**src/rtl/ula_pkg.sv**
```systemverilog
// Shared definitions for the ULA: operation codes, sequencer states and default width.
package ula_pkg;

  localparam int WIDTH_DEFAULT = 8;

  localparam logic OP_SOMA = 1'b0;
  localparam logic OP_SUB  = 1'b1;

  typedef enum logic [1:0] {
    IDLE = 2'd0,
    RUN  = 2'd1,
    DONE = 2'd2
  } state_t;

endpackage

```
**src/rtl/celula_soma_sub.sv**
```systemverilog
// One-bit add/subtract cell: te=1 inverts b so that a carry-in of 1 yields a - b.
module celula_soma_sub (
  input  logic a,
  input  logic b,
  input  logic te,
  input  logic cin,
  output logic s,
  output logic cout
);

  logic b_eff;

  assign b_eff = b ^ te;
  assign s     = a ^ b_eff ^ cin;
  assign cout  = (a & b_eff) | (a & cin) | (b_eff & cin);

endmodule

```
**src/rtl/sequenciador_somador_serial.sv**
```systemverilog
// Bit-serial add/subtract sequencer: one result bit per clock, LSB first,
// with a start/done handshake and carry/overflow/zero flags.
module sequenciador_somador_serial
  import ula_pkg::*;
#(
  parameter int WIDTH = WIDTH_DEFAULT
) (
  input  logic             clk,
  input  logic             reset,
  input  logic             start,
  input  logic             op,
  input  logic [WIDTH-1:0] a_in,
  input  logic [WIDTH-1:0] b_in,
  output logic             busy,
  output logic             done,
  output logic [WIDTH-1:0] result,
  output logic             carry_out,
  output logic             overflow,
  output logic             zero
);

  localparam int CW = (WIDTH > 1) ? $clog2(WIDTH) : 1;
  localparam logic [CW-1:0] LAST_BIT = CW'(WIDTH - 1);

  state_t state, state_next;

  logic [WIDTH-1:0] a_sr;
  logic [WIDTH-1:0] b_sr;
  logic [WIDTH-1:0] r_sr;
  logic [WIDTH-1:0] r_next;
  logic [CW-1:0]    cnt;
  logic             carry;
  logic             op_r;
  logic             accept;
  logic             last_bit;
  logic             cell_s;
  logic             cell_cout;

  celula_soma_sub u_celula (
    .a    (a_sr[0]),
    .b    (b_sr[0]),
    .te   (op_r),
    .cin  (carry),
    .s    (cell_s),
    .cout (cell_cout)
  );

  assign r_next   = {cell_s, r_sr[WIDTH-1:1]};
  assign last_bit = (cnt == LAST_BIT);

  always_ff @(posedge clk) begin
    if (reset) state <= IDLE;
    else       state <= state_next;
  end

  // DONE accepts a new request directly so start held high gives back-to-back operations.
  always_comb begin
    state_next = state;
    accept     = 1'b0;
    busy       = 1'b0;
    done       = 1'b0;
    case (state)
      IDLE: begin
        if (start) begin
          accept     = 1'b1;
          state_next = RUN;
        end
      end
      RUN: begin
        busy = 1'b1;
        if (last_bit) state_next = DONE;
      end
      DONE: begin
        done = 1'b1;
        if (start) begin
          accept     = 1'b1;
          state_next = RUN;
        end else begin
          state_next = IDLE;
        end
      end
      default: state_next = IDLE;
    endcase
  end

  always_ff @(posedge clk) begin
    if (reset) begin
      a_sr      <= '0;
      b_sr      <= '0;
      r_sr      <= '0;
      cnt       <= '0;
      carry     <= 1'b0;
      op_r      <= OP_SOMA;
      result    <= '0;
      carry_out <= 1'b0;
      overflow  <= 1'b0;
      zero      <= 1'b0;
    end else if (accept) begin
      a_sr  <= a_in;
      b_sr  <= b_in;
      op_r  <= op;
      carry <= op;
      cnt   <= '0;
    end else if (busy) begin
      a_sr  <= a_sr >> 1;
      b_sr  <= b_sr >> 1;
      r_sr  <= r_next;
      carry <= cell_cout;
      cnt   <= cnt + CW'(1);
      // carry still holds the carry into the MSB on the final bit
      if (last_bit) begin
        result    <= r_next;
        carry_out <= cell_cout;
        overflow  <= carry ^ cell_cout;
        zero      <= (r_next == '0);
      end
    end
  end

endmodule

```
**config.mk**
```make
export PLATFORM = sky130hd
export DESIGN_NAME = sequenciador_somador_serial
export DESIGN_NICKNAME = d
export VERILOG_FILES = /design/src/rtl/ula_pkg.sv /design/src/rtl/celula_soma_sub.sv /design/src/rtl/sequenciador_somador_serial.sv
export SDC_FILE = /design/constraint.sdc
export NUM_CORES = 1
export LEC_CHECK = 0
export BUFFER_PORTS_ARGS = -buffer_cell sky130_fd_sc_hd__buf_4
export CAP_MARGIN = 40
export CORE_ASPECT_RATIO = 0.7
export CORE_MARGIN = 5
export CORE_UTILIZATION = 45
export CTS_CLUSTER_SIZE = 16
export DETAILED_ROUTE_END_ITERATION = 12
export GPL_ROUTABILITY_DRIVEN = 1
export PLACE_DENSITY_LB_ADDON = 0.08
export SETUP_SLACK_MARGIN = 0.1
export SLEW_MARGIN = 30
export SYNTH_ARGS = -nofsm -noshare
export SYNTH_HDL_FRONTEND = slang
export SYNTH_SLANG_ARGS = --single-unit
```
**constraint.sdc**
```tcl
create_clock -name clk -period 2.15 [get_ports clk]
set_input_delay 0.215 -clock clk [delete_from_list [all_inputs] [get_ports clk]]
set_output_delay 0.215 -clock clk [all_outputs]
set_load 0.01 [all_outputs]
```
=== After elaboration in Yosys (flattened, before gate mapping) ===
Cells that the tools add are included.
W data, S select, Z words.

* Bitwise logic cells: 10
* Reductions and logical operators: 8
* Add/sub/neg operators: 1
* Eq/ne operators: 5
* Mux-type cells: 14

{| class="wikitable"
|+ Operator list
! operator !! count
|-
| $mux W8 || 4
|-
| $logic_not A8 Y1 || 1
|-
| $mux W1 || 7
|-
| $pmux W2 S3 || 1
|-
| $mux W2 || 2
|-
| $ne A2 B2 Y1 const B || 2
|-
| $reduce_and A2 Y1 || 2
|-
| $reduce_or A2 Y1 || 2
|-
| $xor A1 B1 Y1 || 4
|-
| $add A3 B1 Y3 const B || 1
|-
| $and A1 B1 Y1 || 3
|-
| $eq A3 B3 Y1 const B || 1
|-
| $reduce_and A3 Y1 || 1
|-
| $eq A2 B1 Y1 const B || 1
|-
| $eq A2 B2 Y1 const B || 1
|-
| $logic_not A2 Y1 || 1
|-
| $or A1 B1 Y1 || 2
|-
| $reduce_bool A2 Y1 || 1
|-
| $not A1 Y1 || 1
|}

* Word-level logic and storage cells: 49
* Input bits: 20
* Flip-flop bits (word level): 42
* Output and inout port bits: 13

=== Logic depth before layout (Yosys ltp) ===
* Depth in word-level cells: 6
* Mapped depth: 6
* Mapped depth without buffers: 5

=== Modules after synthesis ===
From an unflattened synthesis, not the netlist that was laid out.

* Cells, all modules: 200
* Area, all modules: 1715.4 um2

{| class="wikitable"
|+ By module, submodules not included
! module !! area an instance (um2) !! cells each !! sequential area each (um2) !! instances
|-
| sequenciador_somador_serial || 1671.6 || 194 || 820.8 || 1
|-
| celula_soma_sub || 43.8 || 6 || 0.0 || 1
|}

=== Worst setup path after synthesis ===
No wires, ideal clock.

* Kind: flip-flop to flip-flop
* Start point: register carry
* End point: register zero
* Cell stages (with the launch flop): 6
* Buffers on the path: 0
* Slack: 0.702 ns
* Data required time: 2.080 ns
* Period minus slack after synthesis: 1.448 ns
* Library setup time: 0.070 ns
* Arrival time: 1.377 ns
* Path through: dfxtp_1 -> inv_1 -> fa_1 -> nor4b_1 -> nand3_1 -> a21oi_1

* Cells in the longest elaborated chain, start to end: 2

{| class="wikitable"
|+ RTL lines
! item !! line !! text
|-
| start, declared || sequenciador_somador_serial.sv:32 || <nowiki>logic carry;</nowiki>
|-
| start signal, assigned || sequenciador_somador_serial.sv:102 || <nowiki>carry <= op;</nowiki>
|-
| start signal, assigned || sequenciador_somador_serial.sv:108 || <nowiki>carry <= cell_cout;</nowiki>
|-
| $xor A1 B1 Y1 || celula_soma_sub.sv:14 || <nowiki>assign s = a ^ b_eff ^ cin;</nowiki>
|-
| $logic_not A8 Y1 || sequenciador_somador_serial.sv:115 || <nowiki>zero <= (r_next == '0);</nowiki>
|-
| end signal, assigned || sequenciador_somador_serial.sv:115 ||
|-
| end, declared || sequenciador_somador_serial.sv:19 || <nowiki>output logic zero</nowiki>
|}

Every way passes these cells.
A chain may end at the register's enable or synchronous reset.

=== Worst setup path after layout ===
* Start point: register state[0]
* End point: output port busy

* Cells in the longest elaborated chain, start to end: 2

{| class="wikitable"
|+ RTL lines
! item !! line !! text
|-
| start, declared || sequenciador_somador_serial.sv:25 || <nowiki>state_t state, state_next;</nowiki>
|-
| start signal, assigned || sequenciador_somador_serial.sv:53 || <nowiki>else state <= state_next;</nowiki>
|-
| $eq A2 B1 Y1 || sequenciador_somador_serial.sv:62 || <nowiki>case (state)</nowiki>
|-
| $mux W1 || sequenciador_somador_serial.sv:62 ||
|-
| end, declared || sequenciador_somador_serial.sv:14 || <nowiki>output logic busy,</nowiki>
|}

Every way passes these cells.

==> flow_summary_export.csv <==
group,metric,value,unit
job,drv_cap,0,
cts,clk_latency,0.29,ns
synthesis,synthSimpleGateAreaFrac,22.65,%
cts,cts_tree,"yes",
global_routing,grt.total_usage,14.32,%
cells_and_area,drive_gt1_share,21.17,%
setup_path,path_depth,3,
cells_and_area,fillers,354,
run_status,status,"completed",
pwr,finalPower,1488,uW
pwr,p_per_area,746.4,mW/mm^2
setup_path,r2r_start,"carry$_SDFFE_PP0P_",
setup_path,path_cells,"nand2b_1 > inv_6 > buf_4",
cells_and_area,fin_cells,272,
timing,tns,0,ns
cells_and_area,nets,244,
place,io_buffers,32,
timing,finalSetupViolations,0,
timing,period_minus_slack,1.693,ns
cts,postCtsSetupBuffers,0,
timing,final_max_slew_viol_count,0,
setup_path,worstPathMaxFanout,26,
synthesis,ys_ff_latch,41,
cells_and_area,areaGrowthSynthToFinish,18.70,%
die,pin_count,33,
detailed_routing,drtIter0Drc,83,
synthesis,yosysUniqueCellTypes,30,
setup_path,path_delay_family,"buffers and inverters",
synthesis,synthMuxAreaShare,1.788,%
hold_path,hold_path_class,"in2reg",
cts,cts-root-buf,"clkbuf_8",
hold_path,hp-start,"a_in[7]",
cts,clk_path_buf_depth,2,
pwr,power_leakage,0.0007607,uW
die,start_util,47.19,%
synthesis,mappedNetlistArea,0.001679,mm^2
die,fp.dieH,61.11,um
detailed_routing,wl,3451,um
detailed_routing,drc,0,
synthesis,synth_xor_area_share,1.565,%
die,dieArea,0.005072,mm^2
cts,post_cts_resized,0,
die,rows,18,
cts,clkTransAtPathRegs,0.07,ns
cts,h-tree-depth,2,
setup_path,r2r_slack,0.56,ns
detailed_routing,antenna_left,0,
timing,period_share,78.74,%
global_routing,grt_pass1_vias,1324,
detailed_routing,viasPerCell,5.188,
setup_path,critical_path_class,"reg2out",
cts,ctsHoldBuffers,0,
cells_and_area,utilization,56.01,%
global_routing,grt-ovfl-total,0,
timing,max_slew_margin,68.78,%
setup_path,crit_end,"busy",
synthesis,synth_compound_area_share,15.65,%
cts,cts_made_buffers,5,
cells_and_area,antenna_cells,0,
setup_path,worstPathArrival,1.48,ns
synthesis,syn_inst,194,
setup_path,critPathSlowestCell,"dfxtp_1",
timing,skew,0.01159,ns
setup_path,r2r_end,"zero$_SDFFE_PP0P_",
synthesis,synth_nets,217,
place,dp_hpwl,2339,um
setup_path,worstSetupStartpoint,"state[0]$_SDFFE_PP0P_",
timing,worst_slack,0.4571,ns
detailed_routing,wl_per_cell,12.69,um
place,gp_congestion,0.7526,
setup_path,rr_worst_depth,5,
detailed_routing,num_vias,1411,
setup_path,critPathLaunchType,"flip-flop",
synthesis,synth-adder-area-share,2.683,%
global_routing,grt_max_degree,42,
synthesis,synth_top_family_by_area,"simple AND/OR/NAND/NOR gates",
global_routing,grt_antenna_before_repair,0,
timing,worst_pin_slew,0.4682,ns
setup_path,crit_path_max_incr_delay,0.44,ns
place,place_ws,0.5824,ns
die,coreArea,0.003558,mm^2
cts,cts_sinks,41,
synthesis,ys_seq_area_share,48.88,%
place,dp.cells,264,
setup_path,crit_buf_inv,2,
pwr,ir_worst_vdd,0.3677,mV
synthesis,ys_warn_count,0,
timing,rsz0062_at_grt,"no",
setup_path,critical_path.endpoint_type,"primary output",
die,die_x,83.01,um
global_routing,grt_pass1_wl,5920,um
detailed_routing,firstDrtPassIters,4,
setup_path,cp.required,1.93,ns
timing,hold_violations,0,
synthesis,synth_area_per_cell,8.655,um^2
timing,fmax,590.7,MHz
==> worst register-to-register path, stage by stage, from the launching register on <==
cell and delay (ns):
dfxtp_1 0.37, inv_1 0.08, fa_1 0.57, nor4b_1 0.24, nand3_1 0.11, a21oi_1 0.15
==> placed cells by master, fill, tap and decap left out, drive strengths merged, types with 3 or more instances in the layout <==
cell type   n
nor3       12
a311oi      9
clkbuf      5
mux2i       3
a211oi      3
inv         3
xnor2       3
a21oi      19
o22ai       4
nor2       14
nand3       3
dfxtp      41
buf        35
nand2      50
==> area by class of cell <==
cell class	count	area (um^2)	share of cell area [%]
inverter	3	16.27	0.8161
clock inverter	3	17.52	0.8788
timing repair buffer	35	262.8	13.18
tap	50	62.56	3.139
clock buffer	5	68.82	3.453
sequential	41	820.8	41.18
multi-input combinational	135	744.5	37.35
==> layer usage <==
metal	track usage (%)	part of all wire, %	wire length (um)	up-vias
met2	22.60	42	1442	40
met3	4.813	7.6	264	5
met4	4.196	1.1	37	0
met5	0	0	0	-
li1	-	-	-	715
met1	19.05	49	1707	651
==> kinds of logic after synthesis <==
family                     after synthesis
DFF                                     41
AOI/OAI and AO/OA                       38
and+or+nand+nor                         88
adders and majority gates                3
muxes                                    3
buffers and inverters                   18
xor gates and xnor gates                 3
==> worst min-delay path by stage <==
stage	end	cells past startpoint
finish	a_sr[7]$_SDFFE_PP0P_	3
global route	a_sr[7]$_SDFFE_PP0P_	3
CTS	a_sr[7]$_SDFFE_PP0P_	3
detailed placement	result[6]$_SDFFE_PP0P_	2
global placement	result[4]$_SDFFE_PP0P_	2
floorplan	a_sr[7]$_SDFFE_PP0P_	2
==> metrics by stage <==
step | hold WS [ns] | cell area (um^2)
floorplan | 0.3510 | 1679
global placement | 0.4434 | 1907
detailed placement | 0.4498 | 1907
CTS | 0.1823 | 1993
global route | 0.1889 | 1993
finish | 0.1965 | 1993
==> registers in the layout, indices dropped and copies added (netlist names), 2 cells and up <==
signal  flops
a_sr        8
b_sr        8
result      8
r_sr        7
cnt         3
state       2
==> where the power goes <==
group	internal, uW	switching (uW)	total, uW
logic	83.6	100	184
clock network	224	261	485
registers	795	23.1	818
==> Yosys cell counts, drive strengths merged <==
library cell | count | area [um^2]
a211oi | 3 | 22.52
inv | 3 | 16.27
nand3 | 3 | 15.01
nor2b | 1 | 6.260
nand2b | 2 | 12.51
nand3b | 2 | 15.01
a22oi | 1 | 7.510
nor4b | 1 | 8.760
nor4 | 1 | 6.260
ha | 2 | 25.02
mux2i | 3 | 30.03
nor2 | 14 | 52.55
a21oi | 19 | 95.09
o22ai | 4 | 25.02
o211ai | 1 | 7.510
buf | 10 | 78.82
clkbuf | 5 | 18.77
xnor2 | 3 | 26.28
fa | 1 | 20.02
dfxtp | 41 | 820.8
and3b | 1 | 8.760
o21a | 1 | 7.510
and2b | 1 | 7.510
nand2 | 50 | 187.7
a311oi | 9 | 97.59
nor3 | 12 | 60.06
No activity file was read; power rests on OpenSTA's default activity.
